**src/rtl/uart_pkg.sv**
```systemverilog
// Shared types and elaboration-time helpers for the streaming UART transmitter.
// The optional parity bit is controlled by the UART_TX_PARITY_EN macro.
package uart_pkg;

    typedef enum logic [2:0] {
        IDLE,
        START,
        DATA,
        PARITY,
        STOP,
        GAP
    } uart_tx_state_t;

    localparam int MIN_CLKS_PER_BIT = 2;
    localparam int MIN_DATA_BITS    = 5;
    localparam int MAX_DATA_BITS    = 8;
    localparam int MIN_STOP_BITS    = 1;
    localparam int MAX_STOP_BITS    = 2;
    localparam int MIN_FIFO_DEPTH   = 2;

    // Width of a counter that runs 0..n-1, never narrower than one bit.
    function automatic int cnt_width(input int n);
        return (n <= 2) ? 1 : $clog2(n);
    endfunction

    function automatic bit params_ok(input int clks_per_bit, input int data_bits,
                                     input int stop_bits, input int gap_clks,
                                     input int fifo_depth, input int parity_odd);
        return (clks_per_bit >= MIN_CLKS_PER_BIT) &&
               (data_bits >= MIN_DATA_BITS) && (data_bits <= MAX_DATA_BITS) &&
               (stop_bits >= MIN_STOP_BITS) && (stop_bits <= MAX_STOP_BITS) &&
               (gap_clks >= 0) &&
               (fifo_depth >= MIN_FIFO_DEPTH) && ((fifo_depth & (fifo_depth - 1)) == 0) &&
               ((parity_odd == 0) || (parity_odd == 1));
    endfunction

endpackage

```
**src/rtl/uart_sync_fifo.sv**
```systemverilog
// Synchronous byte FIFO feeding the UART transmitter; the occupancy count,
// not the pointers, tells full from empty so pointers simply wrap.
module uart_sync_fifo #(
    parameter int DATA_BITS  = 8,
    parameter int FIFO_DEPTH = 16
) (
    input  logic                          clk,
    input  logic                          rst,
    input  logic                          push,
    input  logic                          pop,
    input  logic [DATA_BITS-1:0]          push_data,
    output logic [DATA_BITS-1:0]          head,
    output logic [$clog2(FIFO_DEPTH):0]   count
);

    localparam int PTR_W = $clog2(FIFO_DEPTH);
    localparam int CNT_W = PTR_W + 1;

    logic [DATA_BITS-1:0] mem [FIFO_DEPTH];
    logic [PTR_W-1:0]     wr_ptr;
    logic [PTR_W-1:0]     rd_ptr;
    logic                 push_ok;
    logic                 pop_ok;

    assign push_ok = push && (count != CNT_W'(FIFO_DEPTH));
    assign pop_ok  = pop && (count != '0);
    assign head    = mem[rd_ptr];

    always_ff @(posedge clk) begin
        if (rst) begin
            wr_ptr <= '0;
            rd_ptr <= '0;
            count  <= '0;
        end else begin
            if (push_ok) begin
                wr_ptr <= wr_ptr + 1'b1;
            end
            if (pop_ok) begin
                rd_ptr <= rd_ptr + 1'b1;
            end
            case ({push_ok, pop_ok})
                2'b10:   count <= count + 1'b1;
                2'b01:   count <= count - 1'b1;
                default: count <= count;
            endcase
        end
    end

    // Storage needs no reset: stale entries are unreachable once the pointers clear.
    always_ff @(posedge clk) begin
        if (push_ok) begin
            mem[wr_ptr] <= push_data;
        end
    end

endmodule

```
**src/rtl/uart_tx_stream.sv**
```systemverilog
// UART transmitter with an input FIFO: start, LSB-first data, optional parity
// (UART_TX_PARITY_EN), stop bits and an idle gap between frames.
module uart_tx_stream
    import uart_pkg::*;
#(
    parameter int CLKS_PER_BIT = 5,
    parameter int DATA_BITS    = 8,
    parameter int STOP_BITS    = 1,
    parameter int GAP_CLKS     = 1,
    parameter int FIFO_DEPTH   = 16,
    parameter int PARITY_ODD   = 0
) (
    input  logic                          clk,
    input  logic                          rst,
    input  logic                          in_valid,
    input  logic [DATA_BITS-1:0]          in_data,
    output logic                          in_ready,
    output logic                          txd,
    output logic                          busy,
    output logic [$clog2(FIFO_DEPTH):0]   fifo_count
);

    localparam bit PARAMS_OK = params_ok(CLKS_PER_BIT, DATA_BITS, STOP_BITS,
                                         GAP_CLKS, FIFO_DEPTH, PARITY_ODD);
    localparam int CNT_W  = $clog2(FIFO_DEPTH) + 1;
    localparam int BAUD_W = cnt_width(CLKS_PER_BIT);
    localparam int BIT_W  = cnt_width(DATA_BITS);
    localparam int STOP_W = cnt_width(STOP_BITS);
    localparam int GAP_W  = cnt_width((GAP_CLKS > 0) ? GAP_CLKS : 1);

    localparam logic [BAUD_W-1:0] BAUD_LAST = BAUD_W'(CLKS_PER_BIT - 1);
    localparam logic [BIT_W-1:0]  BIT_LAST  = BIT_W'(DATA_BITS - 1);
    localparam logic [STOP_W-1:0] STOP_LAST = STOP_W'(STOP_BITS - 1);
    localparam logic [GAP_W-1:0]  GAP_LAST  = GAP_W'((GAP_CLKS > 0) ? GAP_CLKS - 1 : 0);

    if (!PARAMS_OK) begin : g_bad_params
        $error("uart_tx_stream: parameter out of supported range");
    end

    uart_tx_state_t       state;
    uart_tx_state_t       next_state;
    logic                 push;
    logic                 pop;
    logic [DATA_BITS-1:0] head;
    logic [DATA_BITS-1:0] shift;
    logic [BAUD_W-1:0]    baud_cnt;
    logic [BIT_W-1:0]     bit_idx;
    logic [STOP_W-1:0]    stop_idx;
    logic [GAP_W-1:0]     gap_cnt;
    logic                 baud_last;
    logic                 bit_last;
    logic                 stop_last;
    logic                 gap_last;
`ifdef UART_TX_PARITY_EN
    logic                 par_bit;
`endif

    assign in_ready  = (fifo_count != CNT_W'(FIFO_DEPTH));
    assign push      = in_valid && in_ready;
    assign busy      = (state != IDLE) || (fifo_count != '0);
    assign baud_last = (baud_cnt == BAUD_LAST);
    assign bit_last  = (bit_idx == BIT_LAST);
    assign stop_last = (stop_idx == STOP_LAST);
    assign gap_last  = (gap_cnt == GAP_LAST);

    uart_sync_fifo #(
        .DATA_BITS  (DATA_BITS),
        .FIFO_DEPTH (FIFO_DEPTH)
    ) u_fifo (
        .clk        (clk),
        .rst        (rst),
        .push       (push),
        .pop        (pop),
        .push_data  (in_data),
        .head       (head),
        .count      (fifo_count)
    );

    always_ff @(posedge clk) begin
        if (rst) begin
            state <= IDLE;
        end else begin
            state <= next_state;
        end
    end

    // txd is decoded from registered state only, so the line never waits a cycle
    // behind the FSM; with no gap the last stop bit hands straight to the next start.
    always_comb begin
        next_state = state;
        pop        = 1'b0;
        txd        = 1'b1;
        case (state)
            IDLE: begin
                if (fifo_count != '0) begin
                    pop        = 1'b1;
                    next_state = START;
                end
            end
            START: begin
                txd = 1'b0;
                if (baud_last) begin
                    next_state = DATA;
                end
            end
            DATA: begin
                txd = shift[0];
                if (baud_last && bit_last) begin
`ifdef UART_TX_PARITY_EN
                    next_state = PARITY;
`else
                    next_state = STOP;
`endif
                end
            end
`ifdef UART_TX_PARITY_EN
            PARITY: begin
                txd = par_bit;
                if (baud_last) begin
                    next_state = STOP;
                end
            end
`endif
            STOP: begin
                if (baud_last && stop_last) begin
                    if (GAP_CLKS > 0) begin
                        next_state = GAP;
                    end else if (fifo_count != '0) begin
                        pop        = 1'b1;
                        next_state = START;
                    end else begin
                        next_state = IDLE;
                    end
                end
            end
            GAP: begin
                if (gap_last) begin
                    next_state = IDLE;
                end
            end
            default: next_state = IDLE;
        endcase
    end

    always_ff @(posedge clk) begin
        if (rst) begin
            shift    <= '0;
            baud_cnt <= '0;
            bit_idx  <= '0;
            stop_idx <= '0;
            gap_cnt  <= '0;
        end else begin
            if (pop) begin
                shift <= head;
            end else if ((state == DATA) && baud_last) begin
                shift <= shift >> 1;
            end

            if ((state == START) || (state == DATA) || (state == PARITY) || (state == STOP)) begin
                baud_cnt <= baud_last ? '0 : baud_cnt + 1'b1;
            end else begin
                baud_cnt <= '0;
            end

            if (state != DATA) begin
                bit_idx <= '0;
            end else if (baud_last) begin
                bit_idx <= bit_last ? '0 : bit_idx + 1'b1;
            end

            if (state != STOP) begin
                stop_idx <= '0;
            end else if (baud_last) begin
                stop_idx <= stop_last ? '0 : stop_idx + 1'b1;
            end

            if (state == GAP) begin
                gap_cnt <= gap_last ? '0 : gap_cnt + 1'b1;
            end else begin
                gap_cnt <= '0;
            end
        end
    end

`ifdef UART_TX_PARITY_EN
    // Parity is fixed at pop time from the whole byte, before the shifter consumes it.
    always_ff @(posedge clk) begin
        if (rst) begin
            par_bit <= 1'b0;
        end else if (pop) begin
            par_bit <= (^head) ^ 1'(PARITY_ODD);
        end
    end
`endif

endmodule
```
**config.mk**
```make
export PLATFORM = sky130hd
export DESIGN_NAME = uart_tx_stream
export DESIGN_NICKNAME = d
export VERILOG_FILES = /design/src/rtl/uart_pkg.sv /design/src/rtl/uart_sync_fifo.sv /design/src/rtl/uart_tx_stream.sv
export SDC_FILE = /design/constraint.sdc
export NUM_CORES = 1
export LEC_CHECK = 0
export ABC_AREA = 1
export BUFFER_PORTS_ARGS = -buffer_cell sky130_fd_sc_hd__buf_2
export CAP_MARGIN = 20
export CORE_MARGIN = 5
export CORE_UTILIZATION = 56
export DETAILED_ROUTE_END_ITERATION = 10
export HOLD_SLACK_MARGIN = 0.12
export PLACE_DENSITY = 0.76
export REMOVE_ABC_BUFFERS = 1
export SLEW_MARGIN = 20
export SYNTH_ARGS = -nofsm -noshare
export SYNTH_HDL_FRONTEND = slang
export SYNTH_SLANG_ARGS = --single-unit
export TNS_END_PERCENT = 10
```
**constraint.sdc**
```tcl
create_clock -name clk -period 1.65 [get_ports clk]
set_clock_uncertainty 0.05 [all_clocks]
set_input_delay 0.2475 -clock clk [delete_from_list [all_inputs] [get_ports clk]]
set_output_delay 0.2475 -clock clk [all_outputs]
set_load 0.03 [all_outputs]
```
==> run_results.csv, run 1 <==
group,metric,value,unit
status,outcome,"finished, violations left",
status,violations,"setup timing",
critical_path,r2r-start,"u_fifo.count[2]$_SDFFE_PP0P_",
global_route,overflow,0,
critical_path,cpMaxStageDelayCell,"dfxtp_2",
timing,fin_hold_ws,0.173,ns
floorplan,die_h,122,um
yosys,syn_area_per_cell,11.1,um^2
timing,tightest_slew,0.525,ns
route,wl_per_cell,18.0,um
yosys,ys_seq_area_share,65.0,%
route,via_per_inst,5.61,
route,wirelength,16.0,mm
yosys,synth_area_leaders,"edfxtp_1 (55%), dfxtp_1 (10%), nor2_1 (7.8%), o21ai_0 (3.9%), o211ai_1 (3.2%)",
route,vias,4984,
floorplan,die_w,122,um
floorplan,core,12100,um^2
yosys,yosysTopAreaCell,"edfxtp_1",
clocking,cts_root_buf,"clkbuf_16",
critical_path,critPathKind,"reg -> out",
global_route,grt_pass1_vias,4812,
yosys,ys_seq_elements,163,
critical_path,rr_worst_depth,14,
worst_hold_path,hp-start,"rst",
worst_hold_path,holdCritPathClass,"in -> reg",
critical_path,cp.required,1.35,ns
global_route,grt_pass1_wl,24.2,mm
floorplan,ioPinCount,19,
yosys,synthDistinctLibCells,39,
yosys,synth_warnings,0,
clocking,clk_path_buf_depth,2,
run,cap_violations,0,
clocking,cts_buffers,17,
clocking,hold_buffers,0,
yosys,synth_compound_gate_area_share,12.3,%
critical_path,crit_buf_inv,4,
power,p_sw,5.28,mW
floorplan,rows,40,
power,p_per_area,1710,nW/um^2
place,gp_congestion,0.899,
timing,slew_headroom,64.9,%
yosys,synth.area.mux_share,0,%
final_layout,layout_commonest_cell,"nor2_1",
clocking,clk_pin_slew_worst_paths,0.07,ns
clocking,cts_max_level,4,
final_layout,diodes,0,
critical_path,crit_path_end_kind,"primary output",
yosys,synth_top_area_share,55.0,%
route,drt_iter0_markers,477,
yosys,synth_top_family_by_area,"simple AND/OR/NAND/NOR gates",
power,totalPowerFinal,14.5,mW
power,p_sw_share,36.4,%
final_layout,syn_to_final_growth,21.1,%
place,dpl.hpwl,9.90,mm
global_route,antenna_found_initial,0,
timing,setup_viol,30,
timing,rsz0062_at_grt,"true",
critical_path,cpPeakStageDelay,0.36,ns
critical_path,r2r_setup_slack,-0.09,ns
timing,hold_viol_final,0,
power,combinationalPowerShare,38.7,%
power,seqPwrFrac,34.7,%
final_layout,drive_above_1_share,26.4,%
clocking,cts_tree,"done",
timing,postLayoutSetupSlackWorst,-0.135,ns
yosys,synth-simple-area-share,15.4,%
timing,fmaxAchievable,0.560,GHz
power,clkPwrFrac,26.6,%
route,antenna_left,0,
route,firstDrtPassIters,6,
critical_path,timing.rr.end,"u_fifo.count[4]$_SDFFE_PP0P_",
critical_path,critPathMostFrequentCell,"nor2_1",
final_layout,layout_common_cells,"nor2_1 (141), edfxtp_1 (128), buf_4 (58)",
critical_path,crit_path_start_kind,"flip-flop",
critical_path,crit_arrival,1.49,ns
critical_path,critPathMaxFanout,3,
floorplan,die-area,14800,um^2
critical_path,worst-path-stages,7,
critical_path,critical_path.startpoint,"state[1]$_SDFFE_PP0P_",
critical_path,cp_cell_sequence,"buf_6 -> inv_4 -> nor3_4 -> inv_2 -> nor2_1 -> nor2_1 -> buf_4",
final_layout,nets,731,
timing,drv_slew,0,
global_route,track_usage,21.5,%
power,ir_drop,0.996,mV
power,p_int,9.21,mW
critical_path,path_delay_family,"buffers and inverters",
yosys,syn-cell-area,6990,um^2
timing,min_period,1.78,ns
yosys,synth_xor_area_share,0.501,%
clocking,clock-sinks,163,
yosys,syn_inst,630,
timing,tns,-1.08,ns
yosys,synth-adder-area-share,2.15,%
global_route,grt_max_degree,36,
route,drc_errors,0,
critical_path,crit_end,"txd",
place,port_buffers,18,
power,p_leak,3.09,nW
floorplan,initial_core_util,57.7,%
timing,fin_crit_sh,108,%
clocking,clock_latency,0.42,ns
-- layout make-up --
type,instances,area [um^2]
flip-flops and latches,163,4560
fillers,801,3640
multi-input cells,401,2230
repair buffers,88,731
clock buffers,17,425
well taps,168,210
clock inverters,15,164
inverters,37,154
-- synthesized netlist by cell type --
cell	instances
buf_2	14
a21oi_2	5
inv_2	4
or2_1	1
inv_4	1
o21ai_0	55
edfxtp_1	128
nor2_1	145
nor3_2	1
o21ai_1	33
nand2_8	1
xnor2_1	1
nand4_1	2
nand2_1	47
a31o_2	1
dfxtp_1	35
inv_1	31
a21oi_1	19
nand3_2	10
nor2_2	2
nor2_4	1
o211ai_1	30
nand3_1	17
ha_1	12
o21bai_1	1
buf_1	1
o21ai_2	1
buf_4	7
nand2_2	3
inv_6	1
nor3_4	1
buf_6	3
xor2_1	3
clkbuf_1	4
nand3b_1	1
a21oi_4	1
conb_1	1
nand2_4	5
a221oi_2	1
-- logic make-up (layout without fill, tap and decap cells) --
| kind of cell | count (synthesis) | in the layout |
|---|---|---|
| buffers and inverters | 66 | 157 |
| AOI/OAI and AO/OA | 147 | 147 |
| adders and majority gates | 12 | 12 |
| and+or+nand+nor | 237 | 237 |
| DFF | 163 | 163 |
| xor gates and xnor gates | 4 | 4 |
| other | 1 | 1 |
-- through the flow --
| stage | util, % | cell area, um^2 | cells | worst slack [ns] |
|---|---|---|---|---|
| after floorplan | - | 6820 | 601 | -0.845 |
| after global routing | 69.9 | 8470 | 889 | -0.205 |
| after detailed placement | 62.7 | 7590 | 845 | -0.162 |
| after CTS | 68.4 | 8280 | 881 | -0.127 |
| after global placement | 62.7 | 7590 | 845 | -0.0558 |
| final | 69.9 | 8470 | 889 | -0.135 |
-- timing repair --
item                                   in CTS  in global routing
setup endpoints to repair                  19                118
pin swaps                                   8                 20
endpoints found under the hold margin       0                  0
gates resized for setup                    21                 33
cloned                                      0                  2
setup buffers                               4                  9
-- how the worst min path moves through the flow --
| stage | slack (ns) | end | cells after the start |
|---|---|---|---|
| 2_1_floorplan | 0.26 | shift[0]$_SDFFE_PP0P_ | 1 |
| 3_3_place_gp | 0.37 | baud_cnt[0]$_SDFF_PP0_ | 1 |
| 3_5_place_dp | 0.41 | baud_cnt[0]$_SDFF_PP0_ | 1 |
| 4_1_cts | 0.16 | u_fifo.mem[0][4]$_DFFE_PP_ | 1 |
| 5_1_grt | 0.17 | u_fifo.mem[2][4]$_DFFE_PP_ | 1 |
| 6_report | 0.17 | shift[0]$_SDFFE_PP0P_ | 3 |
-- state kept, by name, summed over array words and instances, names as in the netlist, named ones only --
name and flops:
state 3, bit_idx 3, baud_cnt 3, u_fifo.mem 128, u_fifo.wr_ptr 4, u_fifo.count 5
gap_cnt 1, u_fifo.rd_ptr 4, shift 8
-- per-layer routing --
metal | global-route usage, % | share of wire, %
met5 | 0 | 0
met4 | 7.42 | 1.6
met3 | 4.36 | 7.5
met2 | 36.3 | 51
met1 | 27.8 | 40
-- tightest hold or removal path: stages --
cell,delay [ns]
buf_2,0.09
buf_4,0.22
a21oi_2,0.04
-- power groups by stage --
| stage | logic [mW] | registers, mW | clock network [mW] |
|---|---|---|---|
| floorplan | 2.68 | 5.31 | 0 |
| global placement | 4.60 | 5.03 | 0 |
| detailed placement | 4.77 | 5.05 | 0 |
| CTS | 5.04 | 4.99 | 3.89 |
| global route | 6.08 | 5.05 | 4.11 |
| finish | 5.61 | 5.03 | 3.85 |
Note: power is estimated with default switching activity, not from simulation.
==> run 2: changes to the inputs <==
--- a/config.mk
+++ b/config.mk
@@ -17,5 +17,6 @@
 export SLEW_MARGIN = 20
 export SYNTH_ARGS = -nofsm -noshare
 export SYNTH_HDL_FRONTEND = slang
+export SYNTH_HIERARCHICAL = 1
 export SYNTH_SLANG_ARGS = --single-unit
 export TNS_END_PERCENT = 10
==> run 2 against run 1 <==
Compared with the run above:
- the flow still finishes with violations (setup timing)
- synthesized area is 2.1% higher
- register-to-register slack lost 0.28 ns
- core utilization down 0.52 points
- via count shrank 3.8%
- sequential cell count unchanged
- sequential power is 2% lower
- first-iteration DRC count fell by 12%
- non-clock buffer count decreased by 9
- power decreased by 7.4%
- global-route usage barely moved
- critical path depth rose by 7
==> run_results.csv, run 2 <==
group,metric,value,unit
status,outcome,"finished, violations left",
status,violations,"setup timing",
yosys,synth_edf_count,128,
yosys,post-synth-top-count-cell,"edfxtp_1",
floorplan,die-area,15100,um^2
route,vias,4795,
timing,min_period,2.02,ns
timing,fmaxAchievable,0.495,GHz
global_route,grt_pass1_vias,4795,
power,seqPwrFrac,36.8,%
critical_path,crit_arrival,2.29,ns
global_route,grt_max_degree,37,
floorplan,core,12600,um^2
clocking,clk_pin_slew_worst_paths,0.06,ns
critical_path,cp.required,1.92,ns
yosys,yosys-top-cells-count,"edfxtp_1 (128), inv_1 (72), nor2_1 (52)",
place,gp_congestion,0.807,
floorplan,rows,41,
clocking,clock-sinks,163,
route,wl_per_cell,17.6,um
critical_path,r2r-start,"u_fifo/count[2]$_SDFFE_PP0P_",
final_layout,nets,716,
power,p_per_area,1540,nW/um^2
clocking,cts_tree,"done",
timing,fin_crit_sh,122,%
yosys,ys_seq_elements,163,
final_layout,top_regs,"u_fifo/mem x128, shift x8, u_fifo/count x5",
yosys,synth-simple-area-share,11.7,%
critical_path,crit_path_start_kind,"flip-flop",
yosys,synth.area.mux_share,4.49,%
route,via_per_inst,5.47,
floorplan,initial_core_util,56.8,%
yosys,syn-cell-area,7140,um^2
route,drt_iter0_markers,421,
final_layout,layout_common_cells,"edfxtp_1 (128), inv_1 (68), nand2_1 (45)",
yosys,ys_seq_area_share,63.6,%
yosys,synth_area_leaders,"edfxtp_1 (54%), dfxtp_1 (9.8%), mux2i_1 (4.5%), inv_1 (3.8%), o211ai_1 (3.4%)",
yosys,synthDistinctLibCells,38,
power,p_int,8.93,mW
yosys,synth_warnings,6,
final_layout,regMostFlops,"u_fifo/mem",
route,drc_errors,0,
global_route,grt_pass1_wl,24.4,mm
power,combinationalPowerShare,35.1,%
timing,drv_slew,0,
global_route,overflow,0,
yosys,yosysTopAreaCell,"edfxtp_1",
timing,postLayoutSetupSlackWorst,-0.371,ns
power,p_sw,4.48,mW
route,antenna_left,0,
final_layout,drive_above_1_share,27.1,%
yosys,synth-main-ff-cell,"edfxtp_1",
worst_hold_path,hp-start,"in_data[6]",
floorplan,die_w,123,um
yosys,syn_inst,622,
run,cap_violations,0,
floorplan,ioPinCount,19,
critical_path,critPathKind,"reg -> reg",
yosys,synth_compound_gate_area_share,11.1,%
yosys,synthArstFlopShare,0,%
place,dpl_cell_area,7740,um^2
power,clkPwrFrac,28.1,%
yosys,syn_area_per_cell,11.5,um^2
power,ir_drop,0.987,mV
global_route,track_usage,21.5,%
global_route,antenna_found_initial,0,
critical_path,critPathMaxFanout,4,
timing,rsz0062_at_grt,"true",
clocking,hold_buffers,0,
place,port_buffers,18,
final_layout,syn_to_final_growth,22.2,%
critical_path,critical_path.startpoint,"u_fifo/count[2]$_SDFFE_PP0P_",
timing,hold_viol_final,0,
power,totalPowerFinal,13.4,mW
power,p_sw_share,33.4,%
yosys,synth_xor_area_share,0.736,%
route,wirelength,15.5,mm
route,firstDrtPassIters,5,
critical_path,crit_path_end_kind,"flip-flop",
final_layout,final_core_util,69.4,%
yosys,synth_top_family_by_area,"simple AND/OR/NAND/NOR gates",
clocking,clk_path_buf_depth,2,
clocking,clock_latency,0.42,ns
clocking,cts_max_level,4,
final_layout,layout_commonest_cell,"edfxtp_1",
yosys,synth_top_area_share,53.8,%
clocking,cts_root_buf,"clkbuf_16",
clocking,cts_buffers,17,
final_layout,final_area,8720,um^2
place,dpl.hpwl,9.63,mm
final_layout,diodes,0,
timing,setup_viol,138,
final_layout,largest_register_ffs,128,
floorplan,die_h,123,um
power,p_leak,3.29,nW
final_layout,fill_cells,843,
worst_hold_path,holdCritPathClass,"in -> reg",
yosys,synth-adder-area-share,2.10,%
==> run 2: cell types whose count changed after synthesis, moves of 6 or more <==
cell      previous run  this run
buf_4                7         1
nor3b_1              0         8
buf_2               14         6
nand3_2             10         3
nand2_2              3         9
nor2_1             145        52
o21ai_1             33         2
o21ai_0             55        41
nand3_1             17        32
inv_1               31        72
clkbuf_1             4        15
mux2i_1              0        32
a21oi_1             19        40
==> run 2: final cells by class <==
type / count / area (um^2) / area share [%]
well taps: 172 / 215 / 2.47
repair buffers: 79 / 681 / 7.80
multi-input cells: 354 / 2400 / 27.6
clock buffers: 19 / 433 / 4.96
inverters: 78 / 303 / 3.47
clock inverters: 12 / 133 / 1.52
flip-flops and latches: 163 / 4560 / 52.2
==> run 2: path summary, 6_finish.rpt <==
check                                  to  slack, ns  depth (start not counted)
min reg2reg        baud_cnt[0]$_SDFF_PP0_       0.40                          1
max reg2reg  u_fifo/count[4]$_SDFFE_PP0P_      -0.37                         14
max          u_fifo/count[4]$_SDFFE_PP0P_      -0.37                         14
min            u_fifo/mem[2][6]$_DFFE_PP_       0.17                          1
==> run 2: per-layer routing <==
| metal | vias up | wire length, um | part of all wire [%] | track usage, % |
|---|---|---|---|---|
| met5 | - | 0 | 0 | 0 |
| met4 | 0 | 160 | 1.0 | 6.51 |
| met3 | 19 | 794 | 5.1 | 4.62 |
| met2 | 126 | 8360 | 54 | 38.9 |
| met1 | 2325 | 6150 | 40 | 25.8 |
| li1 | 2325 | - | - | - |
==> run 2: cells by family after synthesis <==
| kind of cell | after synthesis |
|---|---|
| multiplexers | 32 |
| AO/OA/AOI/OAI | 131 |
| other | 1 |
| buffers and inverters | 105 |
| flip-flops | 163 |
| AND/OR/NAND/NOR | 172 |
| XOR/XNOR | 6 |
| adder cells (fa/ha/maj) | 12 |
==> run 2: stage by stage <==
stage	TNS [ns]	setup slack (ns)	std cells	hold WS, ns
after global placement	-11.08	-0.370	838	0.378
final	-13.78	-0.371	877	0.166
after CTS	-15.62	-0.300	873	0.156
after global routing	-30.99	-0.434	877	0.161
after detailed placement	-19.37	-0.461	838	0.390
after floorplan	-95.72	-1.51	595	0.260
==> run 2: power by group through the flow <==
stage | combinational, mW | clock (mW) | sequential [mW]
2_1_floorplan | 2.35 | 0 | 5.26
3_3_place_gp | 3.82 | 0 | 4.98
3_5_place_dp | 3.95 | 0 | 4.99
4_1_cts | 4.32 | 3.81 | 4.94
5_1_grt | 5.15 | 4.02 | 4.97
6_report | 4.70 | 3.77 | 4.94
==> run 2: worst max-delay path, cell delays in order (launching register included) <==
cell and delay (ns):
dfxtp_2 0.34, buf_6 0.12, nor2_4 0.14, nand3_2 0.10, nand2_4 0.09, inv_4 0.04, ha_4 0.20, ha_4 0.30
inv_1 0.06, nor2_1 0.17, nand2_2 0.09, nand3_2 0.06, nand3_1 0.08, nand2_1 0.06, inv_1 0.04
==> run 2: timing repair <==
| item | 4_1_cts | 5_1_grt |
|---|---|---|
| setup endpoints to repair | 138 | 149 |
| pin swaps | 12 | 14 |
| hold endpoints to repair | 0 | 0 |
| resized for setup | 62 | 32 |
| cloned | 0 | 0 |
| setup buffers | 4 | 4 |
==> run 3: changes to the inputs <==
--- a/config.mk
+++ b/config.mk
@@ -6,10 +6,11 @@
 export NUM_CORES = 1
 export LEC_CHECK = 0
 export ABC_AREA = 1
+export ABC_CLOCK_PERIOD_IN_PS = 2300
 export BUFFER_PORTS_ARGS = -buffer_cell sky130_fd_sc_hd__buf_2
 export CAP_MARGIN = 20
 export CORE_MARGIN = 5
-export CORE_UTILIZATION = 56
+export CORE_UTILIZATION = 59
 export DETAILED_ROUTE_END_ITERATION = 10
 export HOLD_SLACK_MARGIN = 0.12
 export PLACE_DENSITY = 0.76
==> constraint.sdc (replaced) <==
create_clock -name clk -period 2.3 [get_ports clk]
set_clock_uncertainty 0.05 [all_clocks]
set_input_delay 0.345 -clock clk [delete_from_list [all_inputs] [get_ports clk]]
set_output_delay 0.345 -clock clk [all_outputs]
set_load 0.03 [all_outputs]
==> run 3 against run 2 <==
Compared with the run above:
- the flow now finishes without violations
- via count is 2.5% lower
- first-iteration DRC count is 4.5% lower
- clock power is 30% lower
- worst hold slack better by 0.090 ns
- combinational power is 43% lower
- cell area is 6.6% lower
- die area is 4.7% lower
- sequential cell count stayed put
- critical endpoint unchanged
- largest cell class unchanged
- largest power group unchanged
==> run_results.csv, run 3 (synthesis gave the netlist of run 2 again) <==
group,metric,value,unit
critical_path,rr_worst_depth,17,
global_route,grt_max_degree,37,
floorplan,ioPinCount,19,
place,gp_congestion,0.864,
place,port_buffers,18,
route,drt_iter0_markers,402,
timing,setup_viol,0,
power,p_per_area,1090,nW/um^2
clocking,clk_pin_slew_worst_paths,0.06,ns
floorplan,initial_core_util,59.7,%
critical_path,crit_path_end_kind,"flip-flop",
worst_hold_path,holdCritPathClass,"in -> reg",
floorplan,die_w,120,um
final_layout,top_regs,"u_fifo/mem x128, shift x8, u_fifo/count x5",
timing,fin_crit_sh,93.7,%
global_route,grtUsageMet1,25.0,%
floorplan,die_h,120,um
floorplan,rows,40,
clocking,hold_buffers,0,
critical_path,r2r-start,"state[0]$_SDFFE_PP0P_",
route,firstDrtPassIters,5,
global_route,use_met3,4.34,%
place,dpl.hpwl,9.32,mm
final_layout,layout_commonest_cell,"edfxtp_1",
route,via_per_inst,5.67,
clocking,cts_tree,"done",
final_layout,final_core_util,68.1,%
worst_hold_path,hold_end,"u_fifo/mem[12][0]$_DFFE_PP_",
global_route,grt_pass1_vias,4695,
global_route,grt_pass1_wl,23.2,mm
final_layout,syn_to_final_growth,14.1,%
final_layout,largest_register_ffs,128,
critical_path,critPathMaxFanout,7,
clocking,cts_max_level,4,
critical_path,timing.rr.end,"u_fifo/count[4]$_SDFFE_PP0P_",
status,outcome,"finished, final reports clean",
global_route,grt_util_met2,37.1,%
critical_path,critPathKind,"reg -> reg",
power,p_leak,3.05,nW
route,antenna_left,0,
worst_hold_path,hp-start,"in_data[0]",
critical_path,r2r_setup_slack,0.14,ns
final_layout,nets,687,
timing,hold_viol_final,0,
clocking,cts_root_buf,"clkbuf_16",
final_layout,diodes,0,
final_layout,fill_cells,855,
global_route,track_usage,20.8,%
floorplan,core,12000,um^2
critical_path,cp.required,2.57,ns
timing,min_period,2.16,ns
global_route,busiest_layer,"met2",
place,dp_cells,790,
route,wirelength,14.1,mm
global_route,overflow,0,
power,ir_drop,0.784,mV
timing,rsz0062_at_grt,"false",
global_route,antenna_found_initial,0,
final_layout,stdcell_count,824,
timing,drv_slew,0,
final_layout,regMostFlops,"u_fifo/mem",
final_layout,final_area,8140,um^2
clocking,clock-sinks,163,
run,cap_violations,0,
route,drc_errors,0,
critical_path,crit_arrival,2.42,ns
critical_path,crit_path_start_kind,"flip-flop",
clocking,clk_path_buf_depth,2,
worst_hold_path,hold_depth,1,
route,vias,4673,
route,wl_per_cell,17.1,um
timing,fmaxAchievable,0.464,GHz
clocking,clock_latency,0.42,ns
floorplan,die-area,14400,um^2
clocking,cts_buffers,17,
place,dpl_cell_area,7530,um^2
final_layout,layout_common_cells,"edfxtp_1 (128), inv_1 (71), nor2_1 (51)",
final_layout,drive_above_1_share,18.5,%
## run 3: changes by cell type in the layout (fill, tap and decap cells not counted), moves of 4 or more
cell,change
nor2_1,+19
buf_4,-7
nor2_2,-11
buf_6,-22
nand2_4,-5
nor2_4,-8
clkinv_4,-4
nand2_1,+5
## run 3: layout make-up
type                            count  area [um^2]  share of cell area [%]
Clock buffer                       22          444                    5.45
Multi-Input combinational cell    354         2200                    27.1
Tap cell                          147          184                    2.26
Clock inverter                     10          110                    1.35
Timing Repair Buffer               50          355                    4.36
Sequential cell                   163         4550                    55.9
Inverter                           78          298                    3.66
## run 3: routing by layer
layer	routed length, um	vias to the layer above
met5	0	-
met4	220	0
met3	723	19
met2	7440	121
met1	5730	2275
li1	-	2258
## run 3: worst max-delay path, cell delays in order, from the launching register on
cell and delay, ns:
dfxtp_1 0.34, nor2_2 0.15, nand2_2 0.10, inv_2 0.08, nand2_4 0.05, inv_2 0.07
nand2_4 0.08, inv_4 0.10, ha_4 0.20, xor2_2 0.18, ha_2 0.20, inv_1 0.05
nand2_2 0.07, nand2_1 0.07, nand3_1 0.09, nand3_1 0.09, nand2_1 0.06, inv_1 0.03
## run 3: per-stage QoR
| stage | TNS, ns | power [mW] | setup WS (ns) | hold WS (ns) |
|---|---|---|---|---|
| 2_1_floorplan | -6.95 | 5.46 | -0.864 | 0.357 |
| 3_3_place_gp | 0 | 6.04 | 0.183 | 0.382 |
| 3_5_place_dp | 0 | 6.18 | 0.0178 | 0.403 |
| 4_1_cts | 0 | 8.84 | 0.0363 | 0.240 |
| 5_1_grt | 0 | 9.41 | 0.00598 | 0.254 |
| 6_report | 0 | 8.91 | 0.145 | 0.255 |
## run 3: how the worst max path moves through the flow
stage,start,end,slack [ns],cells after the start
after floorplan,flip-flop,shift[2]$_SDFFE_PP0P_,-0.86,7
after global placement,state[2]$_SDFFE_PP0P_,u_fifo/count[4]$_SDFFE_PP0P_,0.18,17
after detailed placement,state[2]$_SDFFE_PP0P_,u_fifo/count[4]$_SDFFE_PP0P_,0.02,16
after CTS,state[2]$_SDFFE_PP0P_,u_fifo/count[4]$_SDFFE_PP0P_,0.04,17
after global routing,state[0]$_SDFFE_PP0P_,u_fifo/count[4]$_SDFFE_PP0P_,0.006,17
final,state[0]$_SDFFE_PP0P_,u_fifo/count[4]$_SDFFE_PP0P_,0.14,17
## run 3: where the power goes
group | internal, mW | switching (mW)
registers | 3.41 | 0.161
logic | 1.01 | 1.69
clock network | 1.59 | 1.06
total | 6.00 | 2.91
## run 3: timing repair
action / 4_1_cts / 5_1_grt
pin swaps: 0 / 3
endpoints found under the setup margin: 1 / 2
resized for setup: 2 / 8
setup buffers: 0 / 2
